File: src/rtl/b2d_conv_sched.sv
// Shared binary-to-BCD converter: round-robin grant among NREQ clients, then
// double dabble one bit per clock, returning a tagged, latched BCD result.
module b2d_conv_sched #(
  parameter int NREQ   = 3,
  parameter int WIDTH  = 12,
  parameter int DIGITS = 4,
  localparam int IDW   = $clog2(NREQ),
  localparam int DW    = DIGITS * 4
) (
  input  logic                  clk,
  input  logic                  rst_n,
  input  logic [NREQ-1:0]       req,
  input  logic [NREQ*WIDTH-1:0] req_data,
  output logic [NREQ-1:0]       grant,
  output logic                  busy,
  output logic                  done,
  output logic [IDW-1:0]        done_id,
  output logic [DW-1:0]         bcd_out,
  output logic                  overflow
);

  localparam int CW = (WIDTH > 1) ? $clog2(WIDTH) : 1;

  typedef enum logic [1:0] {S_IDLE, S_SHIFT, S_DONE} state_t;

  state_t             r_state, w_next;
  logic [IDW-1:0]     r_ptr, r_id, r_doneId, w_pick, w_ptrNext;
  logic [WIDTH-1:0]   r_opnd, w_opndSh;
  logic [DW-1:0]      r_digits, r_bcd, w_corr, w_digitsSh;
  logic [CW-1:0]      r_cnt;
  logic               r_sticky, r_ovf, w_found, w_carry, w_lastShift;
  logic [NREQ-1:0]    w_grant;

  // Round-robin search starting at the pointer, wrapping modulo NREQ.
  always_comb begin
    int idx;
    idx     = 0;
    w_pick  = '0;
    w_found = 1'b0;
    for (int i = 0; i < NREQ; i++) begin
      idx = int'(r_ptr) + i;
      if (idx >= NREQ) idx = idx - NREQ;
      if (!w_found && req[idx]) begin
        w_found = 1'b1;
        w_pick  = IDW'(idx);
      end
    end
  end

  // Add-3 correction on pre-shift digits, then one combined left shift.
  always_comb begin
    w_corr = r_digits;
    for (int d = 0; d < DIGITS; d++) begin
      if (r_digits[d*4 +: 4] >= 4'd5) w_corr[d*4 +: 4] = r_digits[d*4 +: 4] + 4'd3;
    end
    {w_carry, w_digitsSh, w_opndSh} = {w_corr, r_opnd, 1'b0};
  end

  assign w_lastShift = (r_cnt == CW'(WIDTH - 1));
  assign w_ptrNext   = (r_id == IDW'(NREQ - 1)) ? '0 : r_id + IDW'(1);

  always_comb begin
    w_next  = r_state;
    w_grant = '0;
    case (r_state)
      S_IDLE: begin
        if (w_found) begin
          w_grant = {{(NREQ-1){1'b0}}, 1'b1} << w_pick;
          w_next  = S_SHIFT;
        end
      end
      S_SHIFT: if (w_lastShift) w_next = S_DONE;
      S_DONE:  w_next = S_IDLE;
      default: w_next = S_IDLE;
    endcase
  end

  // Results are latched on the final shift so they are valid during the done cycle.
  always_ff @(posedge clk or negedge rst_n) begin
    if (!rst_n) begin
      r_state  <= S_IDLE;
      r_ptr    <= '0;
      r_id     <= '0;
      r_opnd   <= '0;
      r_digits <= '0;
      r_sticky <= 1'b0;
      r_cnt    <= '0;
      r_bcd    <= '0;
      r_doneId <= '0;
      r_ovf    <= 1'b0;
    end else begin
      r_state <= w_next;
      case (r_state)
        S_IDLE: begin
          if (w_found) begin
            r_opnd   <= req_data[int'(w_pick)*WIDTH +: WIDTH];
            r_id     <= w_pick;
            r_digits <= '0;
            r_sticky <= 1'b0;
            r_cnt    <= '0;
          end
        end
        S_SHIFT: begin
          r_digits <= w_digitsSh;
          r_opnd   <= w_opndSh;
          r_sticky <= r_sticky | w_carry;
          r_cnt    <= r_cnt + CW'(1);
          if (w_lastShift) begin
            r_bcd    <= w_digitsSh;
            r_ovf    <= r_sticky | w_carry;
            r_doneId <= r_id;
          end
        end
        S_DONE:  r_ptr <= w_ptrNext;
        default: ;
      endcase
    end
  end

  assign grant    = w_grant;
  assign busy     = (r_state != S_IDLE);
  assign done     = (r_state == S_DONE);
  assign done_id  = r_doneId;
  assign bcd_out  = r_bcd;
  assign overflow = r_ovf;

endmodule
File: config.mk
export PLATFORM = sky130hd
export DESIGN_NAME = b2d_conv_sched
export DESIGN_NICKNAME = d
export VERILOG_FILES = /design/src/rtl/b2d_conv_sched.sv
export SDC_FILE = /design/constraint.sdc
export NUM_CORES = 1
export LEC_CHECK = 0
export CORE_MARGIN = 2
export CORE_UTILIZATION = 48
export CTS_BUF_LIST = sky130_fd_sc_hd__clkbuf_8
export DETAILED_ROUTE_END_ITERATION = 10
export PLACE_DENSITY = 0.79
export SLEW_MARGIN = 25
export SYNTH_ARGS = -nofsm -noshare
export SYNTH_HDL_FRONTEND = slang
export SYNTH_SLANG_ARGS = --single-unit
File: constraint.sdc
create_clock -name clk -period 2.5 [get_ports clk]
set_clock_uncertainty 0.15 [all_clocks]
set_input_delay 0.25 -clock clk [delete_from_list [all_inputs] [get_ports clk]]
set_output_delay 0.25 -clock clk [all_outputs]
set_load 0.02 [all_outputs]
Word level (Yosys, flattened, before mapping)
Index checks and enable logic that the tools add are counted.
Word-level totals
  bits in registers: 58
  input bits: 41
Cells by class
  $add $sub $neg: 11
  $mul: 1
  $lt $le $gt $ge: 10
  equal/unequal tests: 6
  shift-type cells: 2
  multiplexer cells: 36
  bitwise gates (word level): 1
  reduce and logical (&&, ||, !) cells: 11
Operator list (number)
  $lt 32x4->1 const B: 3
  $mux 32: 3
  $shiftx 36x7->12: 1
  $pmux 16 s2: 1
  $pmux 12 s2: 1
  $mux 4: 5
  $add 4x2->4 const B: 4
  $ge 4x3->1 const B: 4
  $mux 16: 1
  $mux 12: 1
  $mux 2: 6
  $mux 1: 10
  $pmux 4 s2: 1
  $reduce_and 2->1: 4
  $sub 3x2->4 const B: 2
  $bmux 1 s2: 3
  $ge 3x2->1 const B: 2
  $mux 3: 2
  $add 4x1->4 const B: 1
  $eq 2x2->1 const B: 2
  $eq 4x4->1 const B: 1
  $mul 2x2->4 const B: 1
  $ne 2x2->1 const B: 2
  $pmux 2 s2: 1
  other kinds (13): 16

Longest topological paths before layout
Gate-level depths: netlist of the first run.
  word-level depth: 16
  mapped depth: 11
  depth with buffers taken out: 8

Least setup slack after synthesis of the first run
Ideal clock, no wire load.
  kind: flip-flop to output port
  start: reg r_ptr[0]
  end: out grant[1]
  arrival time: 2.162 ns
  data required time: 2.100 ns
  slack: -0.062 ns
  stages on the path, launching flop included: 10
  path buffers: 2
  path through: dfrtp_1 > inv_1 > ha_1 > buf_2 > or2b_1 > a21boi_0 > o21ai_0 > o211ai_1 > clkbuf_1 > nor2_1
On the way
  cells in the longest elaborated chain, start to end: 15
  elaborated cells on any way between the ends: 33
Ends and longest elaborated chain
  start: declaration: RTL line 27  | logic [IDW-1:0] r_ptr, r_id, r_doneId, w_pick, w_ptrNext;
  start signal: assignment: RTL line 114  | S_DONE: r_ptr <= w_ptrNext;
  branches (longest 13 deep; another with $sub 3x2->4)
  $mux 3 *: RTL line 67  | if (w_found) begin
  $mux 3 *: RTL line 65  | case (r_state)
  end: declaration: RTL line 14  | output logic [NREQ-1:0] grant,
Every way passes the cells marked *. The select of a mux whose other input is x is not followed.

Worst setup path after layout of the first run
  start: reg r_ptr[1]
  end: out grant[2]
Same word-level chain as after synthesis.

==> out/results.md, run 1 <==
• run status: finished with violations
• failing checks: negative setup slack
• row count: 29
• # DRC: 0
• area enclosed by the die boundary: 7050 um2
• number of fill cells in the layout: 429
• critical path launch point type: register
• setup repair after global routing missed its margin: yes
• CTS tree: done
• most crowded layer after global routing: met2
• Vias: 2,788
• power density of the placed cells: 1430 nW/um2
• number of nets in the layout: 469
• worst reg2reg setup slack: -230 ps
• Final Cycle Share: 1.12
• endpoint class of the critical path: primary output
• DP Cell Count: 470
• internal cell power: 3.78 mW
• library cell used as clock root buffer: sky130_fd_sc_hd__clkbuf_8
• final core utilization: 0.701
• arrival time of the worst setup path: 2400 ps
• Detailed Place HPWL: 5420 um
• Reg clk slew, reported paths: 80 ps
• Syn. warnings: 0
• Post-DP Area: 3980 um2
• pre-CTS setup slack: -641 ps
• leading cell types in the layout, fill and taps excluded: sky130_fd_sc_hd__clkdlybuf4s50_1, sky130_fd_sc_hd__dfrtp_1, sky130_fd_sc_hd__nand2_1, sky130_fd_sc_hd__buf_4, sky130_fd_sc_hd__o21ai_0
• number of flops mapped to enable cells by yosys: 0
• required time worst endpoint: 2100 ps
• clock share of power: 0.155
• Peak supply drop: 0.849 mV
• vias in the first global route: 2,805
• routing usage on met2: 0.402
• number of iterations in the first detailed-routing pass: 5
• Total Routed Length: 7770 um
• share of power burned in registers: 0.275
• maximum operating frequency: 0.357 GHz
• total nets after synthesis: 368
• net switching power figure: 2.49 mW
• final worst hold slack: 286 ps
• routed length per instance: 15.6 um
• most used flip-flop cell after synthesis: sky130_fd_sc_hd__dfrtp_1
• Comb power frac: 0.570
• post-synthesis mux area share: 0.0726
• async set or reset register ratio after synthesis: 1.00
• largest net degree at the start of global routing: 35
• path type of the worst setup path: reg -> out
• GRT met1 Usage: 0.271
• Die Wd: 83.9 um
• largest fanout of any net on the critical path: 7
• headroom to the max-slew limit: 0.621
• Compound-Gate Fraction of Synth Area: 0.194
• share of layout cells above drive strength 1: 0.212
• clk buf depth: 2
• main combinational cell family by area after synthesis: compound AO/OA/AOI/OAI gates
• wire length of the first global-routing pass: 12,900 um
• routability cong.: 0.928
• initial standard-cell utilization of the core: 0.489
• Tmin final: 2800 ps
• Sw Share: 0.397
• Num Clock Sinks: 58
• most frequent standard cell in the layout excluding fill and tap cells: sky130_fd_sc_hd__clkdlybuf4s50_1
• Maximum Capacitance Violations: 0
• met3 Resource Use GR: 0.0514
• final instance area: 4400 um2
• top cell type by total area after synthesis: sky130_fd_sc_hd__dfrtp_1
• max-slew violation count: 0
• average cell area after synthesis: 9.77 um2
• core region area: 6280 um2
• Worst Max-Slew Pin Slew: 569 ps
• aggregate global routing overflow: 0
• total power after layout: 6.28 mW
• share of the synthesized area in the top cell type: 0.473
• final setup violation count: 13
• ratio of routed vias to standard cells: 5.61
• main area contributors after synthesis: sky130_fd_sc_hd__dfrtp_1, sky130_fd_sc_hd__nand2_1, sky130_fd_sc_hd__o21ai_0
• DRC violation total after the first TritonRoute iteration: 204
• final standard cell count with taps included and fillers excluded: 497
• Inserted Clock Buffers: 9
• number of distinct library cells after synthesis: 49
• proportion of synthesized chip area in sequential cells: 0.473
• number of nets with antenna violations after routing: 0
• Synth-to-Final Area Change: 43.4%
• Antenna diodes: 0
• floorplan die height: 83.9 um
• Hold Path Class: in -> async
• clock network latency to the later pin of the worst-skew pair: 330 ps
• final hold violation count: 0
• post-synthesis register bit count: 58
• leakage power of the design: 1.97 nW
• number of primary I/O pins: 65
• post-synthesis share of cell area spent on full adders, half adders and majority gates: 0.0530
• count of input and output buffers: 64
• antenna violations before repair: 0
• sum of negative setup slack: -1850 ps
• post-synth design cell area: 3070 um2
• number of H-tree branching levels: 3
• slack of the critical path: -299 ps
• post-synthesis share of cell area spent on and, or, nand and nor gates: 0.153
• xor and xnor area share after synthesis: 0.0114
• number of standard cells after synthesis: 314
• total global-route track usage: 0.227
-- cells in the mapped netlist, drive strengths merged (2+ instances only) --
cell and n:
dfrtp 58, nand2 49, o21ai 46, inv 15
mux2i 14, ha 13, a222oi 11, nor2 10
a21oi 9, buf 9, clkbuf 7, mux2 7
nand2b 7, nand3 5, a22o 4, a31oi 4
nor3 4, nor3b 4, or3b 4, xnor2 4
a211oi 3, nand3b 2, nand4 2, nor2b 2
o31ai 2, or3 2
-- timing repair --
item | 4_1_cts | 5_1_grt
pin swaps | 12 | 9
setup endpoints to repair | 27 | 26
gates cloned | 0 | 0
endpoints found under the hold margin | 24 | 0
gates resized for setup | 35 | 14
hold buffers | 1 | 0
buffers inserted | 6 | 5
-- final timing paths --
kind / from / to / depth (start not counted)
max in group asynchronous: rst_n / r_opnd[0]$_DFFE_PN0P_ / 3
min in group clk: bcd_out[5]$_DFFE_PN0P_ / bcd_out[5]$_DFFE_PN0P_ / 2
min reg2reg: bcd_out[5]$_DFFE_PN0P_ / bcd_out[5]$_DFFE_PN0P_ / 2
max reg2reg: r_ptr[0]$_DFFE_PN0P_ / r_opnd[10]$_DFFE_PN0P_ / 11
min: rst_n / bcd_out[1]$_DFFE_PN0P_ / 2
max: r_ptr[1]$_DFFE_PN0P_ / grant[2] / 8
-- kinds of logic after synthesis --
family | Yosys count
buf+inv | 31
simple gates | 96
flops | 58
mux | 21
fa+ha+maj | 13
xor+xnor | 4
compound gates | 91
-- metal layers --
layer,share of wire,up-vias,routed length [um]
met5,0,-,0
met4,0.0091,0,71
met3,0.051,10,396
met2,0.53,91,4090
met1,0.41,1359,3220
li1,-,1328,-
-- critical path, cell delays in order (launching register included) --
cell and delay [ps]:
sky130_fd_sc_hd__dfrtp_1 400, sky130_fd_sc_hd__buf_4 160, sky130_fd_sc_hd__ha_4 270, sky130_fd_sc_hd__buf_8 120
sky130_fd_sc_hd__nand3b_1 120, sky130_fd_sc_hd__o21a_1 160, sky130_fd_sc_hd__or3_4 390, sky130_fd_sc_hd__a211oi_4 280
sky130_fd_sc_hd__buf_6 160
-- power by group through the flow --
stage               registers [mW]  clock network (mW)  logic (mW)
floorplan                     1.82                   0        1.83
CTS                           1.72               0.991        3.40
global route                  1.78                1.03        3.89
detailed placement            1.73                   0        3.10
global placement              1.70                   0        3.01
finish                        1.73               0.976        3.58
-- area by class of cell --
class,count,area (um2),share of cell area
clock inverter,7,101,0.0230
sequential,58,1450,0.330
clock buffer,9,124,0.0282
timing repair buffer,106,1000,0.228
inverter,15,56.3,0.0128
tap,77,96.3,0.0219
multi-input combinational,225,1570,0.356
-- state kept, by name, indices dropped and copies added, names as in the netlist --
name      count
bcd_out      16
done_id       2
overflow      1
r_cnt         4
r_digits     16
r_id          2
r_opnd       12
r_ptr         2
r_state       2
r_sticky      1
Power figures use the tool's default switching activity.
==> run 2, diff against run 1 <==
TNS_END_PERCENT = 1   (was default)
==> run 2 against run 1 <==
Compared with the run above: the run still ends with negative setup slack left; final area shrank 2.0%; total power down 4.8%; sequential power hardly changed; clock power down 17%; worst setup slack better by 5.6 ps; global-route usage grew 0.22 points; wire length grew 0.19%; critical path depth grew 3; via count shrank 0.97%; final cell count down 0.60%; die area unchanged; maximum frequency rose by 0.20%; critical path type unchanged.
==> out/results.md, run 2 (synthesis results as in run 1) <==
• wire length of the first global-routing pass: 12,900 um, about the same
• Maximum Capacitance Violations: 0, unchanged
• routed length per instance: 15.8 um, +0.80%
• final setup violation count: 16, +3
• startpoint of the worst-slack reg-to-reg timing path: r_ptr[1]$_DFFE_PN0P_
• row count: 29, unchanged
• area of the multi-input gates: 1560 um2, -0.56%
• worst setup path start: r_ptr[1]$_DFFE_PN0P_
• Worst Max-Slew Pin Slew: 536 ps, -32.4 ps
• run status: finished with violations
• number of iterations in the first detailed-routing pass: 6, +1
• Total Routed Length: 7790 um, +0.19%
• Storage cell area: 1450 um2, about the same
• floorplan die height: 83.9 um, unchanged
• antenna violations before repair: 0, unchanged
• worst reg2reg setup slack: -140 ps, +90 ps
• critical path launch point type: register
• power density of the placed cells: 1390 nW/um2, -2.8%
• setup repair after global routing missed its margin: yes
• count of input and output buffers: 64, unchanged
• DP Cell Count: 473, +0.64%
• Vias: 2,761, -0.97%
• Hold Path Class: in -> async
• capture point of the worst reg-to-reg path: r_id[0]$_DFFE_PN0P_
• failing checks: negative setup slack
• # DRC: 0, unchanged
• slack of the critical path: -293 ps, +5.64 ps
• Detailed Place HPWL: 5510 um, +1.7%
• number of primary I/O pins: 65, unchanged
• final hold violation count: 0, unchanged
• total buffers and inverters traversed by the critical path: 5, +2
• library cell used as clock root buffer: sky130_fd_sc_hd__clkbuf_8
• Num Clock Sinks: 58, unchanged
• routability cong.: 0.856, -7.7%
• cell with the largest stage delay on the worst path: sky130_fd_sc_hd__dfrtp_1
• final standard cell count with taps included and fillers excluded: 494, -0.60%
• vias in the first global route: 2,793, -0.43%
• Die Wd: 83.9 um, unchanged
• DRC violation total after the first TritonRoute iteration: 217, +6.4%
• Reg clk slew, reported paths: 70 ps, about the same
• initial standard-cell utilization of the core: 0.489, unchanged
• maximum operating frequency: 0.358 GHz, +0.20%
• area enclosed by the die boundary: 7050 um2, unchanged
• Peak supply drop: 0.833 mV, -1.9%
• max-slew violation count: 0, unchanged
• aggregate global routing overflow: 0, unchanged
• Synth-to-Final Area Change: 40.4%
• core region area: 6280 um2, unchanged
• Antenna diodes: 0, unchanged
• total global-route track usage: 0.229, +0.00222
• number of nets with antenna violations after routing: 0, unchanged
• arrival time of the worst setup path: 2390 ps, about the same
• required time worst endpoint: 2100 ps, about the same
• clk buf depth: 2, unchanged
• Tmin final: 2790 ps, -5.64 ps
• Inserted Clock Buffers: 9, unchanged
• Crit. path cell count: 11, +3
• worst path cell trace: inv_2 -> ha_4 -> buf_4 -> mux2i_2 -> buf_4 -> o22a_1 -> nand2_1 -> o211ai_1 -> buf_4 -> nor2_2 -> buf_4
• Largest delay share family, worst path: buffers and inverters
• number of H-tree branching levels: 3, unchanged
• number of nets in the layout: 466, -0.64%
• Largest stage delay, worst path: 400 ps, about the same
• total power after layout: 5.98 mW, -4.8%
• headroom to the max-slew limit: 0.642, +0.0212
• ratio of routed vias to standard cells: 5.59, -0.37%
• share of layout cells above drive strength 1: 0.204, -0.00807
• CTS tree: done
• leakage power of the design: 1.94 nW, -1.7%
• clock network latency to the later pin of the worst-skew pair: 330 ps, about the same
• most frequent standard cell in the layout excluding fill and tap cells: sky130_fd_sc_hd__clkdlybuf4s50_1
• crit-path most repeated cell: sky130_fd_sc_hd__buf_4
• leading cell types in the layout, fill and taps excluded: sky130_fd_sc_hd__clkdlybuf4s50_1, sky130_fd_sc_hd__dfrtp_1, sky130_fd_sc_hd__nand2_1, sky130_fd_sc_hd__buf_4, sky130_fd_sc_hd__o21ai_0
• path type of the worst setup path: reg -> out
• FF-to-FF path depth: 13, +2
• largest fanout of any net on the critical path: 4, -3
• Final Cycle Share: 1.12, -0.00226
• capturing element of the worst setup path: grant[1]
• endpoint class of the critical path: primary output
• largest net degree at the start of global routing: 59, +69%
• number of fill cells in the layout: 487, +14%
run 2: changes by cell type in the layout (fill, tap and decap cells not counted), moves of 2 or more:
cell                        previous run  this run
sky130_fd_sc_hd__buf_6                 6         2
sky130_fd_sc_hd__clkbuf_8              9        12
sky130_fd_sc_hd__bufinv_16             2         0
sky130_fd_sc_hd__clkinv_2              0         2
sky130_fd_sc_hd__clkinv_4              2         0
run 2: worst min-delay path, cell delays in order:
cell,delay (ps)
sky130_fd_sc_hd__dlygate4sd3_1,520
sky130_fd_sc_hd__buf_2,120
sky130_fd_sc_hd__buf_12,280
run 2: per-layer routing:
| metal | share of wire | global-route usage | vias up | routed length [um] |
|---|---|---|---|---|
| met5 | 0 | 0 | - | 0 |
| met4 | 0.019 | 0.0997 | 0 | 145 |
| met3 | 0.064 | 0.0435 | 12 | 497 |
| met2 | 0.51 | 0.401 | 103 | 3940 |
| met1 | 0.41 | 0.274 | 1323 | 3210 |
| li1 | - | - | 1323 | - |
run 2: how the worst min path moves through the flow:
stage | startpoint | end | slack [ps] | cells past startpoint
floorplan | rst_n | bcd_out[0]$_DFFE_PN0P_ | -200 | 0
global placement | rst_n | r_digits[3]$_DFFE_PN0P_ | 130 | 2
detailed placement | rst_n | bcd_out[3]$_DFFE_PN0P_ | 130 | 2
CTS | rst_n | bcd_out[6]$_DFFE_PN0P_ | 300 | 3
global route | rst_n | bcd_out[6]$_DFFE_PN0P_ | 320 | 3
finish | rst_n | bcd_out[6]$_DFFE_PN0P_ | 290 | 3
run 2: final cells by class:
type / instances / area share
inverter: 15 / 0.0131
clock buffer: 12 / 0.0383
multi-input combinational: 225 / 0.362
sequential: 58 / 0.337
clock inverter: 4 / 0.00581
timing repair buffer: 103 / 0.221
tap: 77 / 0.0224
run 2: power by group:
part	leakage, nW	total (mW)	internal [mW]	switching (mW)
combinational	1.13	3.43	1.74	1.70
clock	0.0944	0.811	0.437	0.374
sequential	0.720	1.73	1.38	0.351
run 2: stage by stage:
step	util	cell area, um2	hold WS, ps	setup TNS [ps]	setup slack, ps
floorplan	-	3070	-196	-106	-17.7
global placement	0.638	4000	125	-2330	-480
detailed placement	0.638	4000	126	-3650	-593
CTS	0.680	4270	303	-1130	-241
global route	0.686	4310	324	-3360	-372
finish	0.686	4310	292	-1470	-293
run 2: timing repair:
action,CTS,global route
hold buffers,1,0
gates resized for setup,30,12
endpoints found under the hold margin,58,0
setup endpoints to repair,21,30
pin swaps,7,9
setup buffers,3,1
